File: src/rtl/hw1_vector_sweeper_if.sv
//------------------------------------------------------------------------------
// Module      : hw1_vector_sweeper_if
// Description : Bundle between the HW1 vector sweeper and its environment:
//               stimulus vector, function-under-test outputs, and results.
// Revision    : 1.0 - initial release
//------------------------------------------------------------------------------
`default_nettype none

interface hw1_vector_sweeper_if;
  logic        start;
  logic        A;
  logic        B;
  logic        C;
  logic        D;
  logic        z1;
  logic        z2;
  logic        busy;
  logic        done;
  logic [15:0] truth_table;
  logic [4:0]  mismatch_cnt;
  logic        fail_valid;
  logic [3:0]  first_fail;

  // Environment side: issues start and returns the function outputs
  modport master (
    output start, z1, z2,
    input  A, B, C, D, busy, done, truth_table, mismatch_cnt, fail_valid, first_fail
  );

  // Sweeper side
  modport slave (
    input  start, z1, z2,
    output A, B, C, D, busy, done, truth_table, mismatch_cnt, fail_valid, first_fail
  );
endinterface

`default_nettype wire

File: src/rtl/hw1_vector_sweeper.sv
//------------------------------------------------------------------------------
// Module      : hw1_vector_sweeper
// Description : Walks ABCD through 0000..1111, holding each vector for
//               HOLD_CYCLES cycles, samples z1/z2 on the last hold cycle and
//               accumulates truth table, mismatch count and first failure.
// Revision    : 1.0 - initial release
//------------------------------------------------------------------------------
`default_nettype none

module hw1_vector_sweeper #(
  parameter int HOLD_CYCLES = 100
) (
  input  wire logic             clk,
  input  wire logic             rst,
  hw1_vector_sweeper_if.slave   bus
);

  // A single-cycle hold still needs a 1-bit counter that stays at zero
  localparam int c_HOLD_W = (HOLD_CYCLES > 1) ? $clog2(HOLD_CYCLES) : 1;
  localparam logic [c_HOLD_W-1:0] c_HOLD_LAST = c_HOLD_W'(HOLD_CYCLES - 1);

  typedef enum logic [1:0] {
    S_IDLE  = 2'd0,
    S_SWEEP = 2'd1,
    S_DONE  = 2'd2
  } state_t;

  state_t              r_state;
  logic [3:0]          r_vec;
  logic [c_HOLD_W-1:0] r_hold;
  logic                r_busy;
  logic                r_done;
  logic [15:0]         r_tt;
  logic [4:0]          r_mcnt;
  logic                r_fv;
  logic [3:0]          r_ff;

  logic                w_sample;
  logic                w_miss;

  // Sample on the last cycle of each hold window; compare the two implementations
  always_comb begin
    w_sample = (r_hold == c_HOLD_LAST);
    w_miss   = bus.z1 ^ bus.z2;
  end

  // Sweep controller: state, vector/hold counters and result accumulation
  always_ff @(posedge clk) begin
    if (rst) begin
      r_state <= S_IDLE;
      r_vec   <= 4'd0;
      r_hold  <= '0;
      r_busy  <= 1'b0;
      r_done  <= 1'b0;
      r_tt    <= 16'h0000;
      r_mcnt  <= 5'd0;
      r_fv    <= 1'b0;
      r_ff    <= 4'd0;
    end else begin
      case (r_state)
        S_IDLE, S_DONE: begin
          // A start from DONE is identical to one from IDLE: results clear
          if (bus.start) begin
            r_state <= S_SWEEP;
            r_vec   <= 4'd0;
            r_hold  <= '0;
            r_busy  <= 1'b1;
            r_done  <= 1'b0;
            r_tt    <= 16'h0000;
            r_mcnt  <= 5'd0;
            r_fv    <= 1'b0;
            r_ff    <= 4'd0;
          end
        end
        S_SWEEP: begin
          // start is deliberately ignored here
          if (w_sample) begin
            r_tt[r_vec] <= bus.z1;
            if (w_miss) begin
              r_mcnt <= r_mcnt + 5'd1;
              if (!r_fv) begin
                r_fv <= 1'b1;
                r_ff <= r_vec;
              end
            end
            if (r_vec == 4'd15) begin
              // Vector stays at 1111 while DONE
              r_state <= S_DONE;
              r_busy  <= 1'b0;
              r_done  <= 1'b1;
            end else begin
              r_vec  <= r_vec + 4'd1;
              r_hold <= '0;
            end
          end else begin
            r_hold <= r_hold + 1'b1;
          end
        end
        default: begin
          r_state <= S_IDLE;
          r_busy  <= 1'b0;
          r_done  <= 1'b0;
        end
      endcase
    end
  end

  assign bus.A            = r_vec[3];
  assign bus.B            = r_vec[2];
  assign bus.C            = r_vec[1];
  assign bus.D            = r_vec[0];
  assign bus.busy         = r_busy;
  assign bus.done         = r_done;
  assign bus.truth_table  = r_tt;
  assign bus.mismatch_cnt = r_mcnt;
  assign bus.fail_valid   = r_fv;
  assign bus.first_fail   = r_ff;

endmodule

`default_nettype wire

File: src/flat_wrapper.sv
// flat-port wrapper written by rule: the top's interface ports become plain ports
module hw1_vector_sweeper_flat 
#(
  parameter int HOLD_CYCLES = 100
)
  (clk, rst, bus_start, bus_z1, bus_z2, bus_A, bus_B, bus_C, bus_D, bus_busy, bus_done, bus_truth_table, bus_mismatch_cnt, bus_fail_valid, bus_first_fail);
  hw1_vector_sweeper_if bus_i ();
  input  wire logic clk;
  input  wire logic rst;
  input wire logic [$bits(bus_i.start)-1:0] bus_start;
  input wire logic [$bits(bus_i.z1)-1:0] bus_z1;
  input wire logic [$bits(bus_i.z2)-1:0] bus_z2;
  output wire logic [$bits(bus_i.A)-1:0] bus_A;
  output wire logic [$bits(bus_i.B)-1:0] bus_B;
  output wire logic [$bits(bus_i.C)-1:0] bus_C;
  output wire logic [$bits(bus_i.D)-1:0] bus_D;
  output wire logic [$bits(bus_i.busy)-1:0] bus_busy;
  output wire logic [$bits(bus_i.done)-1:0] bus_done;
  output wire logic [$bits(bus_i.truth_table)-1:0] bus_truth_table;
  output wire logic [$bits(bus_i.mismatch_cnt)-1:0] bus_mismatch_cnt;
  output wire logic [$bits(bus_i.fail_valid)-1:0] bus_fail_valid;
  output wire logic [$bits(bus_i.first_fail)-1:0] bus_first_fail;
  assign bus_i.start = bus_start;
  assign bus_i.z1 = bus_z1;
  assign bus_i.z2 = bus_z2;
  assign bus_A = bus_i.A;
  assign bus_B = bus_i.B;
  assign bus_C = bus_i.C;
  assign bus_D = bus_i.D;
  assign bus_busy = bus_i.busy;
  assign bus_done = bus_i.done;
  assign bus_truth_table = bus_i.truth_table;
  assign bus_mismatch_cnt = bus_i.mismatch_cnt;
  assign bus_fail_valid = bus_i.fail_valid;
  assign bus_first_fail = bus_i.first_fail;
  hw1_vector_sweeper #(.HOLD_CYCLES(HOLD_CYCLES)) u_core (.clk(clk), .rst(rst), .bus(bus_i));
endmodule
File: config.mk
export PLATFORM = sky130hd
export DESIGN_NAME = hw1_vector_sweeper_flat
export DESIGN_NICKNAME = d
export VERILOG_FILES = /design/src/rtl/hw1_vector_sweeper_if.sv /design/src/rtl/hw1_vector_sweeper.sv /design/src/flat_wrapper.sv
export SDC_FILE = /design/constraint.sdc
export NUM_CORES = 1
export LEC_CHECK = 0
export BUFFER_PORTS_ARGS = -buffer_cell sky130_fd_sc_hd__buf_2
export CORE_UTILIZATION = 49
export DETAILED_ROUTE_END_ITERATION = 12
export GPL_TIMING_DRIVEN = 0
export HOLD_SLACK_MARGIN = 0.1
export MAX_ROUTING_LAYER = met4
export PLACE_DENSITY = 0.75
export SKIP_LAST_GASP = 1
export SYNTH_ARGS = -nofsm -noshare
export SYNTH_HDL_FRONTEND = slang
export SYNTH_SLANG_ARGS = --single-unit
File: constraint.sdc
create_clock -name clk -period 1.8 [get_ports clk]
set_clock_uncertainty 0.15 [all_clocks]
set_input_delay 0.36 -clock clk [delete_from_list [all_inputs] [get_ports clk]]
set_output_delay 0.36 -clock clk [all_outputs]
set_load 0.1 [all_outputs]
==> impl_metrics.sql <==
INSERT INTO impl_metrics (metric_group, metric, value, unit) VALUES
('synth', 'yosys-top-cells-count', 'sky130_fd_sc_hd__dfxtp_1, sky130_fd_sc_hd__a21oi_1, sky130_fd_sc_hd__nand3_1', ''),
('cells_and_area', 'postLayoutCellArea', '0.00271', 'sq mm'),
('synth', 'yosysWarningCount', '0', ''),
('synth', 'ys_dominant_reg_cell', 'sky130_fd_sc_hd__dfxtp_1', ''),
('sta', 'slew-limit-headroom', '55.8', '%'),
('synth', 'synth_async_sr_flop_share', '0', '%'),
('synth', 'ys_ff_latch', '40', ''),
('clocking', 'clkSlewWorstSetupHoldPaths', '0.07', 'ns'),
('power_and_ir_drop', 'power_leakage', '1.09', 'nW'),
('run_status', 'result_of_the_run', 'finished with violations', ''),
('clocking', 'tritoncts', 'done', ''),
('power_and_ir_drop', 'max-vdd-ir-drop', '0.000435', 'V'),
('synth', 'yosys.cell_count.top_type', 'sky130_fd_sc_hd__dfxtp_1', ''),
('clocking', 'clkSinkCount', '40', ''),
('critical_path', 'cpPeakStageDelay', '0.59', 'ns'),
('critical_path', 'ff2ff_setup_slack', '-0.21', 'ns'),
('critical_path', 'top_fanout_value_on_the_critical_path', '6', ''),
('sta', 'finalMaxSlewViolations', '0', ''),
('critical_path', 'worst_ep_arrival_time', '2.10', 'ns'),
('global_routing', 'first_global_vias', '1884', ''),
('critical_path', 'cp-start-kind', 'flop', ''),
('routing', 'wirelength', '5.52', 'mm'),
('global_routing', 'all_layer_global_routing_usage', '26.7', '%'),
('sta', 'finalHoldWorstSlack', '0.188', 'ns'),
('floorplanning', 'chipHeight', '65.9', 'microns'),
('critical_path', 'timing.critical_path.cells', 'or4b_4 -> buf_4 -> buf_4 -> nor4_4 -> nand4_1 -> o21ai_1', ''),
('floorplanning', 'initial_core_util', '52.6', '%'),
('power_and_ir_drop', 'netSwitchingPower', '0.000456', 'W'),
('placed_design', 'port-buffer-count', '34', ''),
('clocking', 'htree_num_levels', '2', ''),
('placed_design', 'dpl.hpwl', '3.58', 'mm'),
('routing', 'detailedRoute.firstIterationViolations', '212', ''),
('placed_design', 'gpl.final_weighted_congestion', '0.915', ''),
('power_and_ir_drop', 'power.share.clock', '36.8', '%'),
('global_routing', 'grt_start_max_net_pins', '13', ''),
('synth', 'synthDominantAreaCellType', 'sky130_fd_sc_hd__dfxtp_1', ''),
('floorplanning', 'design.die.area', '0.00434', 'sq mm'),
('routing', 'first_pass_iteration_count_of_the_detailed_router', '6', ''),
('cells_and_area', 'design.final.nets', '305', ''),
('run_status', 'failed_checks', 'negative setup slack', ''),
('synth', 'synth.yosys.seq_area_share', '40.1', '%'),
('sta', 'final-setup-viol-count', '38', ''),
('sta', 'post-route-min-period', '2.01', 'ns'),
('floorplanning', 'core', '0.00380', 'sq mm'),
('floorplanning', 'die_width', '65.9', 'microns'),
('clocking', 'clk_root_buffer_cell', 'sky130_fd_sc_hd__clkbuf_8', ''),
('placed_design', 'placedInstanceArea', '0.00229', 'sq mm'),
('synth', 'synth.top_cells.by_area', 'sky130_fd_sc_hd__dfxtp_1, sky130_fd_sc_hd__a21oi_1, sky130_fd_sc_hd__nand3_1', ''),
('sta', 'hold_viol_final', '0', ''),
('placed_design', 'pre_cts_ws', '-0.414', 'ns'),
('sta', 'fin_ws', '-0.213', 'ns'),
('hold_path', 'min-delay-path-class', 'in2reg', ''),
('power_and_ir_drop', 'pwr_density', '631', 'mW/mm^2'),
('global_routing', 'antenna_found_initial', '0', ''),
('clocking', 'cts_hold_repair.buffers', '0', ''),
('routing', 'dr_total_vias', '2088', ''),
('floorplanning', 'placement_rows', '22', ''),
('clocking', 'clock_tree.buffer_depth', '2', ''),
('synth', 'syn-num-nets', '247', ''),
('global_routing', 'grt_remaining_overflow', '0', ''),
('sta', 'timing.fmax', '497', 'MHz'),
('routing', 'drt.antenna.violating_nets', '0', ''),
('power_and_ir_drop', 'power_frac_seq', '52.3', '%'),
('power_and_ir_drop', 'part_of_the_power_in_combinational_logic', '10.9', '%'),
('routing', 'post_detailed_route_wirelength_per_cell', '16.1', 'microns'),
('synth', 'synth_cell_type_count', '49', ''),
('routing', 'drc_errors', '0', ''),
('sta', 'worst_slew_pin_tran', '0.663', 'ns'),
('critical_path', 'timing.critical_path.max_delay_family', 'simple AND/OR/NAND/NOR gates', ''),
('cells_and_area', 'areaGrowthSynthToFinish', '35.6', '%'),
('sta', 'rsz_0062_raised_after_global_routing', 'yes', '');
cell usage in the layout, fill, tap and decap left out, drive strengths merged, types with 6 or more instances in the layout:
cell	instances
clkbuf	19
and3	6
o21ai	22
nor2b	6
nand4	6
nor2	7
o211ai	11
buf	54
nand2	17
dfxtp	40
nand3	21
inv	6
a21oi	28
ha	6
registers in the layout, indices dropped and copies added (netlist names):
signal and cells:
u_core.bus.busy 1, u_core.r_vec 4, u_core.bus.first_fail 4, u_core.bus.truth_table 16
u_core.r_state 2, u_core.bus.mismatch_cnt 5, u_core.r_hold 7, u_core.bus.fail_valid 1
through the flow:
| stage | util (%) | cells | total power, W |
|---|---|---|---|
| floorplan | - | 236 | 0.00102 |
| global placement | 60.4 | 318 | 0.00106 |
| detailed placement | 60.4 | 318 | 0.00106 |
| CTS | 66.7 | 335 | 0.00170 |
| global route | 71.3 | 343 | 0.00177 |
| finish | 71.3 | 343 | 0.00171 |
power by group through the flow:
stage	Clock, W	Sequential [W]	Combinational, W
5_1_grt	0.000678	0.000895	0.000200
4_1_cts	0.000639	0.000892	0.000170
3_5_place_dp	0	0.000913	0.000145
6_report	0.000630	0.000894	0.000187
2_1_floorplan	0	0.000926	0.0000972
3_3_place_gp	0	0.000913	0.000146
cell type report:
class / count / area [sq um]
Clock buffer: 6 / 82.6
Sequential cell: 40 / 830
Clock inverter: 2 / 10.0
Tap cell: 48 / 60.1
Inverter: 6 / 22.5
Timing Repair Buffer: 52 / 324
Fill cell: 300 / 1090
Multi-Input combinational cell: 174 / 1290
Buffer: 15 / 95.1
worst reg2reg max path, stage by stage (launching register included):
cell	delay [ns]
sky130_fd_sc_hd__dfxtp_4	0.37
sky130_fd_sc_hd__or4b_4	0.59
sky130_fd_sc_hd__buf_4	0.18
sky130_fd_sc_hd__buf_4	0.13
sky130_fd_sc_hd__nor4_4	0.28
sky130_fd_sc_hd__nand4_1	0.12
sky130_fd_sc_hd__o21ai_1	0.14
path summary, 6_finish.rpt:
path	depth (start not counted)	start	endpoint
worst max-delay path	6	u_core.r_hold[3]	u_core.bus.mismatch_cnt[3]
worst min-delay path	4	bus_start	u_core.r_state[1]
worst max register to register	6	u_core.r_hold[3]	u_core.bus.mismatch_cnt[3]
worst min register to register	2	u_core.bus.first_fail[0]	u_core.bus.first_fail[0]
kinds of logic (layout without fill, tap and decap cells):
family / Yosys count / count (layout) / synth area share [%]
XOR/XNOR: 3 / 3 / 1.32
multiplexers: 1 / 1 / 0.564
adder cells (fa/ha/maj): 6 / 6 / 3.76
AND/OR/NAND/NOR: 82 / 82 / 23.7
flip-flops: 40 / 40 / 40.1
AO/OA/AOI/OAI: 82 / 82 / 26.0
buffers and inverters: 22 / 81 / 4.63
what timing repair did:
action | 4_1_cts | 5_1_grt
buffers inserted | 9 | 9
pin swaps | 6 | 20
endpoints found under the setup margin | 37 | 38
gates resized for setup | 22 | 44
metal layers:
layer,part of all wire (%),wire (microns),global-route usage [%]
met2,45,2480,39.2
met1,47,2590,35.0
met3,6.8,375,4.83
met5,0,0,-
met4,1.3,70,13.3
Power figures use the tool's default switching activity.
